==> src/rtl/sram_read_sequencer.sv <==
// SRAM row-read sequencer.
//
// Steps one row read through precharge, bitline develop and sense, then holds
// the resolved word until the consumer takes it.
//
// Ports:
//   clk           single clock, rising edge
//   rst           asynchronous active-high reset
//   rd_req        read request, accepted when rd_ready=1
//   rd_addr       row address, latched on acceptance
//   rd_ready      sequencer idle, request accepted this cycle
//   precharge_en  bitline precharge drive
//   wl_en         wordline enable for row wl_addr
//   wl_addr       latched row address
//   sense_en      sense-amplifier enable
//   bl / bln      sensed true / complement bitline levels
//   rd_data       resolved read word
//   rd_err        at least one bitline pair was non-complementary at sense
//   rd_valid      rd_data/rd_err valid, held until rd_taken
//   rd_taken      consumer accepts the word while rd_valid=1
module sram_read_sequencer #(
    parameter int unsigned ADDR_W     = 8,
    parameter int unsigned DATA_W     = 8,
    parameter int unsigned DEV_CYCLES = 2
) (
    input  logic              clk,
    input  logic              rst,
    input  logic              rd_req,
    input  logic [ADDR_W-1:0] rd_addr,
    output logic              rd_ready,
    output logic              precharge_en,
    output logic              wl_en,
    output logic [ADDR_W-1:0] wl_addr,
    output logic              sense_en,
    input  logic [DATA_W-1:0] bl,
    input  logic [DATA_W-1:0] bln,
    output logic [DATA_W-1:0] rd_data,
    output logic              rd_err,
    output logic              rd_valid,
    input  logic              rd_taken
);

    typedef enum logic [2:0] {
        StIdle,
        StPre,
        StDev,
        StSense,
        StHold
    } state_t;

    localparam logic [3:0] DevLoad = 4'(DEV_CYCLES);

    state_t     state;
    logic [3:0] dev_cnt;

    // All outputs are registered and set together with the state they belong
    // to, so the wordline never overlaps precharge and no input reaches an
    // output combinationally.
    always_ff @(posedge clk or posedge rst) begin
        if (rst) begin
            state        <= StIdle;
            dev_cnt      <= '0;
            wl_addr      <= '0;
            rd_data      <= '0;
            rd_err       <= 1'b0;
            rd_ready     <= 1'b1;
            precharge_en <= 1'b1;
            wl_en        <= 1'b0;
            sense_en     <= 1'b0;
            rd_valid     <= 1'b0;
        end else begin
            unique case (state)
                StIdle: begin
                    if (rd_req) begin
                        state    <= StPre;
                        wl_addr  <= rd_addr;
                        rd_ready <= 1'b0;
                    end
                end
                StPre: begin
                    state        <= StDev;
                    dev_cnt      <= DevLoad;
                    precharge_en <= 1'b0;
                    wl_en        <= 1'b1;
                end
                StDev: begin
                    // Counter holds the DEV cycles still to run, this one included.
                    if (dev_cnt == 4'd1) begin
                        state    <= StSense;
                        dev_cnt  <= '0;
                        sense_en <= 1'b1;
                    end else begin
                        dev_cnt <= dev_cnt - 4'd1;
                    end
                end
                StSense: begin
                    state        <= StHold;
                    // A bit reads 1 only for bl=1/bln=0; equal levels flag an error.
                    rd_data      <= bl & ~bln;
                    rd_err       <= ~&(bl ^ bln);
                    wl_en        <= 1'b0;
                    sense_en     <= 1'b0;
                    precharge_en <= 1'b1;
                    rd_valid     <= 1'b1;
                end
                StHold: begin
                    if (rd_taken) begin
                        state    <= StIdle;
                        rd_valid <= 1'b0;
                        rd_ready <= 1'b1;
                    end
                end
                default: begin
                    state <= StIdle;
                end
            endcase
        end
    end

endmodule

==> config.mk <==
export PLATFORM = sky130hd
export DESIGN_NAME = sram_read_sequencer
export DESIGN_NICKNAME = d
export VERILOG_FILES = /design/src/rtl/sram_read_sequencer.sv
export SDC_FILE = /design/constraint.sdc
export NUM_CORES = 1
export LEC_CHECK = 0
export ABC_CLOCK_PERIOD_IN_PS = 3000
export CAP_MARGIN = 15
export CORE_AREA = 4 4 69 71
export CTS_BUF_LIST = sky130_fd_sc_hd__clkbuf_8 sky130_fd_sc_hd__clkbuf_16
export CTS_CLUSTER_SIZE = 10
export DETAILED_ROUTE_END_ITERATION = 8
export DIE_AREA = 0 0 73 75
export GPL_TIMING_DRIVEN = 0
export PLACE_DENSITY = 0.64
export SETUP_SLACK_MARGIN = 0.4
export SLEW_MARGIN = 20
export SYNTH_ARGS = -nofsm -noshare
export SYNTH_HDL_FRONTEND = slang
export SYNTH_SLANG_ARGS = --single-unit
==> constraint.sdc <==
create_clock -name clk -period 3 [get_ports clk]
set_input_delay 0.45 -clock clk [delete_from_list [all_inputs] [get_ports clk]]
set_output_delay 0.45 -clock clk [all_outputs]
set_load 0.01 [all_outputs]
==> run_results.csv, run 1 <==
group,metric,value,unit
timing,setup_violations,0,
clock_network,path_clk_slew,0.06,ns
worst_hold_path,hp-class,"flop to flop",
detailed_routing,drc_errors,0,
floorplan,dieArea,5480,um^2
floorplan,core,4230,um^2
global_route,grtUsageMet1,0.136,
synthesis,netlist_area,1390,um^2
timing,setup_tns,0,ns
worst_setup_path,crit_buf_inv,1,
worst_setup_path,crit_slowest_cell,"clkdlybuf4s50_1",
timing,hold-worst-slack,0.461,ns
pwr,p_clk_frac,0.178,
detailed_routing,via_per_inst,4.61,
synthesis,synth_area_leaders,"dfrtp_1 (48%), mux2_2 (13%), ha_1 (9.0%)",
pwr,p_comb_frac,0.470,
worst_setup_path,criticalPathCategory,"flop to primary output",
place,placed_area,1950,um^2
worst_setup_path,cp_top_family,"buffers and inverters",
finish,areaGrowthSynthToFinish,47.1,%
global_route,gr-max-usage-layer,"met2",
timing,tightest_slew,0.598,ns
clock_network,cts_sinks,29,
synthesis,syn_avg_cell_area,12.1,um^2
clock_network,ctsHoldBuffers,0,
pwr,seqPwrFrac,0.353,
timing,clock.fmax,551,MHz
global_route,antenna_found_initial,0,
detailed_routing,vias,1032,
pwr,switching_share,0.321,
finish,layout-drive-gt1-share,0.209,
clock_network,clk_latency,0.27,ns
floorplan,rows,24,
finish,n_antenna_cell,0,
finish,fin_area,2050,um^2
place,post-place-cells,216,
clock_network,clockBufferDepth,2,
clock_network,cts-root-buf,"clkbuf_8",
detailed_routing,antenna_left,0,
timing,rsz0062_at_grt,"no",
worst_setup_path,slowest_delay,0.55,ns
floorplan,ios,50,
detailed_routing,wirelength,2860,um
timing,maxSlewViolCount,0,
timing,relSlewSlack,0.601,
pwr,irDropWorstVdd,0.384,mV
timing,fin_crit,1.81,ns
synthesis,yosysTopAreaCell,"dfrtp_1",
job,maxCapViolations,0,
worst_setup_path,crit_required,2.55,ns
global_route,grt_pass1_vias,1130,
finish,fillers,378,
clock_network,cts_setup_buffers,0,
global_route,gr-usage-met2,0.191,
global_route,grt_max_degree,30,
worst_setup_path,crit_path_start_kind,"flop",
synthesis,ys_ff_latch,29,
finish,nets,209,
floorplan,start_util,0.329,
pwr,intPower,1320,uW
clock_network,cts_made_buffers,5,
detailed_routing,drtIter0Drc,29,
place,post-dp-hpwl,2250,um
synthesis,yosysSeqAreaShare,0.522,
detailed_routing,firstDrtPassIters,4,
clock_network,tritoncts,"built",
pwr,switchingPower,625,uW
global_route,grt_pass1_wl,5060,um
place,portBuffers,49,
detailed_routing,wl_per_cell,12.8,um
global_route,grt_use_total,0.122,
finish,finalNonFillerCells,224,
timing,hold_viol,0,
timing,post-route-period-util,0.605,
worst_setup_path,cp_max_fo,3,
pwr,p_leak,0.000931,uW
synthesis,netlist_instances,115,
synthesis,yosys.cell_types.count,27,
timing,fin_skew,0.00276,ns
run_status,status,"completed",
synthesis,synth_fp_nets,153,
worst_setup_path,end_kind,"primary output",
floorplan,die_w,73,um
global_route,use_met3,0.0721,
global_route,grt-ovfl-total,0,
pwr,power.density,948,nW/um^2
synthesis,yosys.area.top_type_share,0.485,
place,globalplace.congestion,0.712,
worst_setup_path,arrival,1.36,ns
floorplan,fp.dieH,75,um
clock_network,cts_resized,0,
synthesis,ys.warnings.count,0,
clock_network,htreeDepth,2,
worst_setup_path,crit_path_cell_trace,"clkdlybuf4s50_1",
metal layers:
layer / wire [um] / part of all wire
met5: 0 / 0
met4: 44 / 0.015
met3: 332 / 0.12
met2: 1330 / 0.47
met1: 1150 / 0.40
through the flow:
stage	total power [uW]	util	worst slack, ns
5_1_grt	2100	0.484	1.13
3_5_place_dp	1620	0.460	0.903
3_3_place_gp	1590	0.460	0.928
2_1_floorplan	1210	-	1.53
4_1_cts	1980	0.484	1.17
6_report	1940	0.484	1.19
cell type report:
type	count	area [um^2]	share of cell area
Buffer	4	37.5	0.0183
Inverter	11	41.3	0.0201
Sequential cell	29	728	0.355
Timing Repair Buffer	49	490	0.239
Clock inverter	1	5.00	0.00244
Clock buffer	7	96.3	0.0470
Multi-Input combinational cell	71	587	0.286
Tap cell	52	65.1	0.0317
path summary, 6_finish.rpt:
path | from | end | slack, ns | cells after the start
hold reg to reg | precharge_en | precharge_en | 0.46 | 2
setup reg to reg | state[0] | wl_addr[1] | 1.47 | 3
min in group asynchronous | rst | rd_data[5] | 0.57 | 2
max in group asynchronous | rst | dev_cnt[2] | 2.03 | 2
setup / recovery | rd_ready | rd_ready | 1.19 | 1
hold / removal | precharge_en | precharge_en | 0.46 | 2
sequential cells by signal (all words and copies together), names as in the netlist:
signal,count
rd_data,8
rd_ready,1
precharge_en,1
wl_en,1
rd_valid,1
wl_addr,8
sense_en,1
state,3
rd_err,1
dev_cnt,4
power groups by stage:
stage | logic, uW | clock network, uW | registers (uW)
finish | 914 | 345 | 686
floorplan | 471 | 0 | 743
global route | 1010 | 377 | 712
detailed placement | 929 | 0 | 695
CTS | 933 | 359 | 690
global placement | 910 | 0 | 684
Yosys cell counts:
| library cell | instances |
|---|---|
| dfrtp_1 | 27 |
| mux2_2 | 16 |
| inv_1 | 11 |
| ha_1 | 10 |
| a21oi_1 | 8 |
| nor2_1 | 7 |
| nand2_1 | 4 |
| nand3b_1 | 3 |
| o21ai_0 | 3 |
| o21ai_1 | 3 |
| buf_4 | 2 |
| buf_6 | 2 |
| dfstp_2 | 2 |
| nor4_1 | 2 |
| or3b_4 | 2 |
| xnor2_1 | 2 |
| a21o_1 | 1 |
| nand2b_1 | 1 |
| nor2_4 | 1 |
| nor2b_4 | 1 |
| nor3_1 | 1 |
| nor3b_1 | 1 |
| nor4b_1 | 1 |
| o211a_1 | 1 |
| o22a_1 | 1 |
| o31ai_1 | 1 |
| or2b_2 | 1 |
cell families (layout without fill, tap and decap cells):
logic type      Yosys count  in the layout  share of synthesized area
flops                    29             29                      0.522
simple gates             25             25                      0.115
compound gates           18             18                     0.0745
mux                      16             16                      0.129
buf+inv                  15             72                     0.0565
fa+ha+maj                10             10                     0.0898
xor+xnor                  2              2                     0.0126
placed cells by master, fill, tap and decap left out:
cell / instances
nor4b_1: 1
dfrtp_1: 27
inv_1: 10
buf_6: 2
inv_2: 1
nor3_1: 1
or2b_2: 1
or3b_4: 2
nor2_1: 7
clkbuf_8: 7
nor4_1: 2
o21ai_0: 3
a21oi_1: 8
nor3b_1: 1
o31ai_1: 1
nand2b_1: 1
mux2_2: 16
nand3b_1: 3
dfstp_2: 2
o22a_1: 1
o21ai_1: 3
xnor2_1: 2
clkdlybuf4s50_1: 49
nand2_1: 4
a21o_1: 1
buf_4: 2
o211a_1: 1
clkinv_2: 1
nor2_4: 1
nor2b_4: 1
ha_1: 10
No activity file was read; power rests on OpenSTA's default activity.
==> run 2, diff against run 1 <==
ABC_CLOCK_PERIOD_IN_PS = 1500   (was 3000)
PLACE_DENSITY = 0.66   (was 0.64)
clock period = 1.5 ns   (was 3 ns; I/O delays follow)
==> run_results.csv, run 2 (synthesized netlist as in run 1, its figures left out) <==
group,metric,value,unit
worst_hold_path,hp-class,"primary input to flop",
worst_setup_path,crit_required,1.67,ns
timing,fin_ws,0.0121,ns
pwr,power.density,1950,nW/um^2
floorplan,dieArea,5480,um^2
global_route,grt_pass1_wl,6190,um
timing,rsz0062_at_grt,"yes",
global_route,grt_pass1_vias,1352,
timing,fin_skew,0.00557,ns
place,globalplace.congestion,0.736,
detailed_routing,antenna_left,0,
detailed_routing,drc_errors,0,
pwr,p_comb_frac,0.567,
finish,finalNonFillerCells,245,
finish,nets,230,
worst_setup_path,end_kind,"flop",
clock_network,cts_sinks,29,
place,place_ws,-0.362,ns
timing,setup_violations,0,
place,portBuffers,49,
global_route,grt-ovfl-total,0,
timing,maxSlewViolCount,0,
clock_network,cts_made_buffers,5,
timing,clock.fmax,672,MHz
finish,layout-drive-gt1-share,0.596,
pwr,intPower,3140,uW
timing,setup_tns,0,ns
timing,post-route-period-util,0.992,
detailed_routing,wl_per_cell,15.2,um
timing,hold_viol,0,
worst_setup_path,cp_max_fo,8,
clock_network,clk_latency,0.28,ns
worst_setup_path,criticalPathCategory,"flop to flop",
detailed_routing,vias,1160,
floorplan,fp.dieH,75,um
finish,reg_top3,"rd_data x8, wl_addr x8, dev_cnt x4",
run_status,status,"completed",
timing,relSlewSlack,0.573,
timing,fin_crit,1.49,ns
pwr,p_leak,0.00115,uW
detailed_routing,firstDrtPassIters,4,
clock_network,cts-root-buf,"clkbuf_8",
pwr,p_clk_frac,0.149,
detailed_routing,via_per_inst,4.73,
floorplan,ios,50,
floorplan,die_w,73,um
detailed_routing,drtIter0Drc,25,
finish,n_antenna_cell,0,
place,post-dp-hpwl,2400,um
worst_setup_path,crit_path_start_kind,"flop",
detailed_routing,wirelength,3740,um
global_route,grt_max_degree,30,
timing,tightest_slew,0.639,ns
finish,final_cell_mix,"dfrtp_1 (26), buf_2 (20), buf_6 (15)",
pwr,seqPwrFrac,0.284,
job,maxCapViolations,0,
global_route,antenna_found_initial,0,
clock_network,clockBufferDepth,2,
floorplan,core,4230,um^2
worst_setup_path,arrival,1.66,ns
timing,hold-worst-slack,0.336,ns
clock_network,htreeDepth,2,
clock_network,path_clk_slew,0.06,ns
pwr,p_total,4830,uW
finish,areaGrowthSynthToFinish,78.0,%
place,post-place-cells,216,
finish,final_common_cell,"dfrtp_1",
pwr,switchingPower,1690,uW
pwr,irDropWorstVdd,0.856,mV
floorplan,start_util,0.329,
clock_network,tritoncts,"built",
global_route,grt_use_total,0.150,
pwr,switching_share,0.350,
floorplan,rows,24,
## run 2: cell type report
cell class,instances,area (um^2)
Tap cell,52,65.1
Buffer,4,53.8
Timing Repair Buffer,70,604
Multi-Input combinational cell,71,875
Fill cell,340,1750
Sequential cell,29,729
Inverter,11,52.6
Clock inverter,1,5.00
Clock buffer,7,96.3
## run 2: per-layer routing
metal | share of wire | track usage
met2 | 0.54 | 0.266
met5 | 0 | 0
met4 | 0.015 | 0.0758
met3 | 0.068 | 0.0414
met1 | 0.38 | 0.163
## run 2: metrics by stage
stage	util	instance area (um^2)
after floorplan	-	1430
after detailed placement	0.469	1990
after global placement	0.469	1990
final	0.586	2480
after CTS	0.569	2410
after global routing	0.586	2480
## run 2: path summary, 6_finish.rpt
path / from / end / slack, ns / cells after the start
worst max-delay path: state[0] / wl_addr[2] / 0.01 / 4
worst min-delay path: rd_req / state[0] / 0.34 / 2
worst max register to register: state[0] / wl_addr[2] / 0.01 / 4
worst min register to register: rd_err / rd_err / 0.48 / 1
max in group asynchronous: rst / state[2] / 0.73 / 2
min in group asynchronous: rst / wl_addr[1] / 0.38 / 2
## run 2: timing repair
action,CTS,global route
pin swaps,12,10
endpoints found under the setup margin,73,31
buffers inserted,18,3
gates resized for setup,158,15
hold buffers,0,0
## run 2: power groups by stage
stage	registers [uW]	clock network, uW	logic [uW]
2_1_floorplan	1490	0	955
3_3_place_gp	1370	0	1820
3_5_place_dp	1400	0	1890
4_1_cts	1370	729	2520
5_1_grt	1420	767	2940
6_report	1370	717	2740
## run 2: worst max-delay path, stage by stage, from the launching register on
cell	delay (ns)
dfrtp_1	0.38
or3b_4	0.42
nor2_4	0.11
buf_12	0.14
mux2_2	0.33
==> run 3, diff against run 2 <==
ABC_CLOCK_PERIOD_IN_PS = 1580   (was 1500)
PLACE_DENSITY = unset   (was 0.66)
clock period = 1.58 ns   (was 1.5 ns; I/O delays follow)
==> run_results.csv, run 3 (synthesized netlist as in run 1, its figures left out) <==
group,metric,value,unit
clock_network,ctsHoldBuffers,0,
worst_setup_path,crit_required,1.74,ns
floorplan,die_w,73,um
timing,setup_violations,0,
worst_setup_path,slowest_delay,0.40,ns
floorplan,rows,24,
place,placed_area,1960,um^2
global_route,grt_pass1_wl,6040,um
worst_setup_path,crit_buf_inv,1,
global_route,antenna_found_initial,0,
detailed_routing,firstDrtPassIters,4,
finish,areaGrowthSynthToFinish,68.9,%
finish,layout-drive-gt1-share,0.428,
finish,finalNonFillerCells,239,
global_route,grt_pass1_vias,1255,
timing,hold_viol,0,
detailed_routing,wl_per_cell,15.2,um
floorplan,start_util,0.329,
detailed_routing,drtIter0Drc,37,
finish,fin_area,2350,um^2
detailed_routing,antenna_left,0,
pwr,p_leak,0.00112,uW
clock_network,cts_sinks,29,
pwr,irDropWorstVdd,0.803,mV
worst_setup_path,criticalPathCategory,"flop to flop",
worst_setup_path,cp_top_family,"simple AND/OR/NAND/NOR gates",
worst_setup_path,crit_slowest_cell,"dfrtp_1",
pwr,power.density,1860,nW/um^2
floorplan,fp.dieH,75,um
place,portBuffers,49,
global_route,grt_max_degree,30,
finish,n_antenna_cell,0,
clock_network,clockBufferDepth,2,
timing,relSlewSlack,0.571,
clock_network,htreeDepth,2,
timing,clock.fmax,677,MHz
timing,rsz0062_at_grt,"yes",
place,post-dp-hpwl,2320,um
timing,fin_crit,1.48,ns
worst_setup_path,end_kind,"flop",
finish,utilization,0.556,
global_route,grt_use_total,0.144,
clock_network,cts_made_buffers,5,
place,place_ws,-0.283,ns
finish,nets,224,
worst_setup_path,crit_path_start_kind,"flop",
place,globalplace.congestion,0.726,
finish,reg_top3,"rd_data x8, wl_addr x8, dev_cnt x4",
worst_hold_path,hp-class,"primary input to flop",
finish,final_cell_mix,"dfrtp_1 (26), clkdlybuf4s50_1 (21), mux2_4 (16)",
clock_network,clk_latency,0.27,ns
clock_network,path_clk_slew,0.06,ns
detailed_routing,wirelength,3640,um
timing,maxSlewViolCount,0,
place,post-place-cells,216,
worst_setup_path,cp_max_fo,5,
finish,final_common_cell,"dfrtp_1",
detailed_routing,drc_errors,0,
timing,post-route-period-util,0.935,
timing,fin_ws,0.102,ns
job,maxCapViolations,0,
floorplan,ios,50,
timing,fin_skew,0.00441,ns
floorplan,dieArea,5480,um^2
floorplan,core,4230,um^2
clock_network,cts-root-buf,"clkbuf_8",
detailed_routing,via_per_inst,4.72,
global_route,grt-ovfl-total,0,
timing,tightest_slew,0.642,ns
run_status,status,"completed",
worst_setup_path,arrival,1.64,ns
worst_setup_path,crit_path_cell_trace,"or3b_4 -> nor2_4 -> buf_6 -> mux2_4",
detailed_routing,vias,1128,
pwr,p_total,4380,uW
clock_network,tritoncts,"built",
-- run 3: changes by cell type in the layout (fill, tap and decap cells not counted), sizes merged --
cell           delta
clkbuf            +4
buf              -26
clkinv            +1
inv               +1
clkdlybuf4s50     +7
dlygate4sd2       -7
clkdlybuf4s15    +14
-- run 3: path summary, 6_finish.rpt --
kind                                endpoint  slack (ns)  depth (start not counted)    startpoint
max in group asynchronous           state[2]        0.79                          2           rst
min in group asynchronous         rd_data[4]        0.39                          2           rst
worst max-delay path              wl_addr[7]        0.10                          4      state[1]
worst min-delay path                state[0]        0.36                          2        rd_req
worst max register to register    wl_addr[7]        0.10                          4      state[1]
worst min register to register  precharge_en        0.48                          2  precharge_en
-- run 3: final cells by class --
cell class	count	area [um^2]
fillers	355	1880
flip-flops and latches	29	729
well taps	52	65.1
inverters	11	45.0
repair buffers	64	626
clock buffers	5	68.8
multi-input cells	71	764
plain buffers	4	41.3
clock inverters	3	13.8
-- run 3: repair_timing --
| action | in CTS | in global routing |
|---|---|---|
| buffers inserted | 12 | 2 |
| pin swaps | 11 | 7 |
| resized for setup | 76 | 41 |
| cloned | 1 | 0 |
| setup endpoints to repair | 70 | 40 |
-- run 3: power breakdown --
part           switching, uW  internal (uW)
sequential               232           1090
combinational           1040           1450
clock                    269            298
total                   1540           2840
-- run 3: routing by layer --
| metal | vias up | track usage | part of all wire | routed length [um] |
|---|---|---|---|---|
| met5 | - | 0 | 0 | 0 |
| met4 | 0 | 0.0430 | 0.010 | 38 |
| met3 | 5 | 0.0681 | 0.082 | 300 |
| met2 | 41 | 0.237 | 0.52 | 1880 |
| met1 | 547 | 0.168 | 0.39 | 1420 |
| li1 | 535 | - | - | - |
-- run 3: stage by stage --
stage               TNS, ns  hold WS, ns
floorplan                 0        0.314
finish                    0        0.363
detailed placement    -4.19        0.452
global placement      -2.41        0.450
global route              0        0.364
CTS                       0        0.355
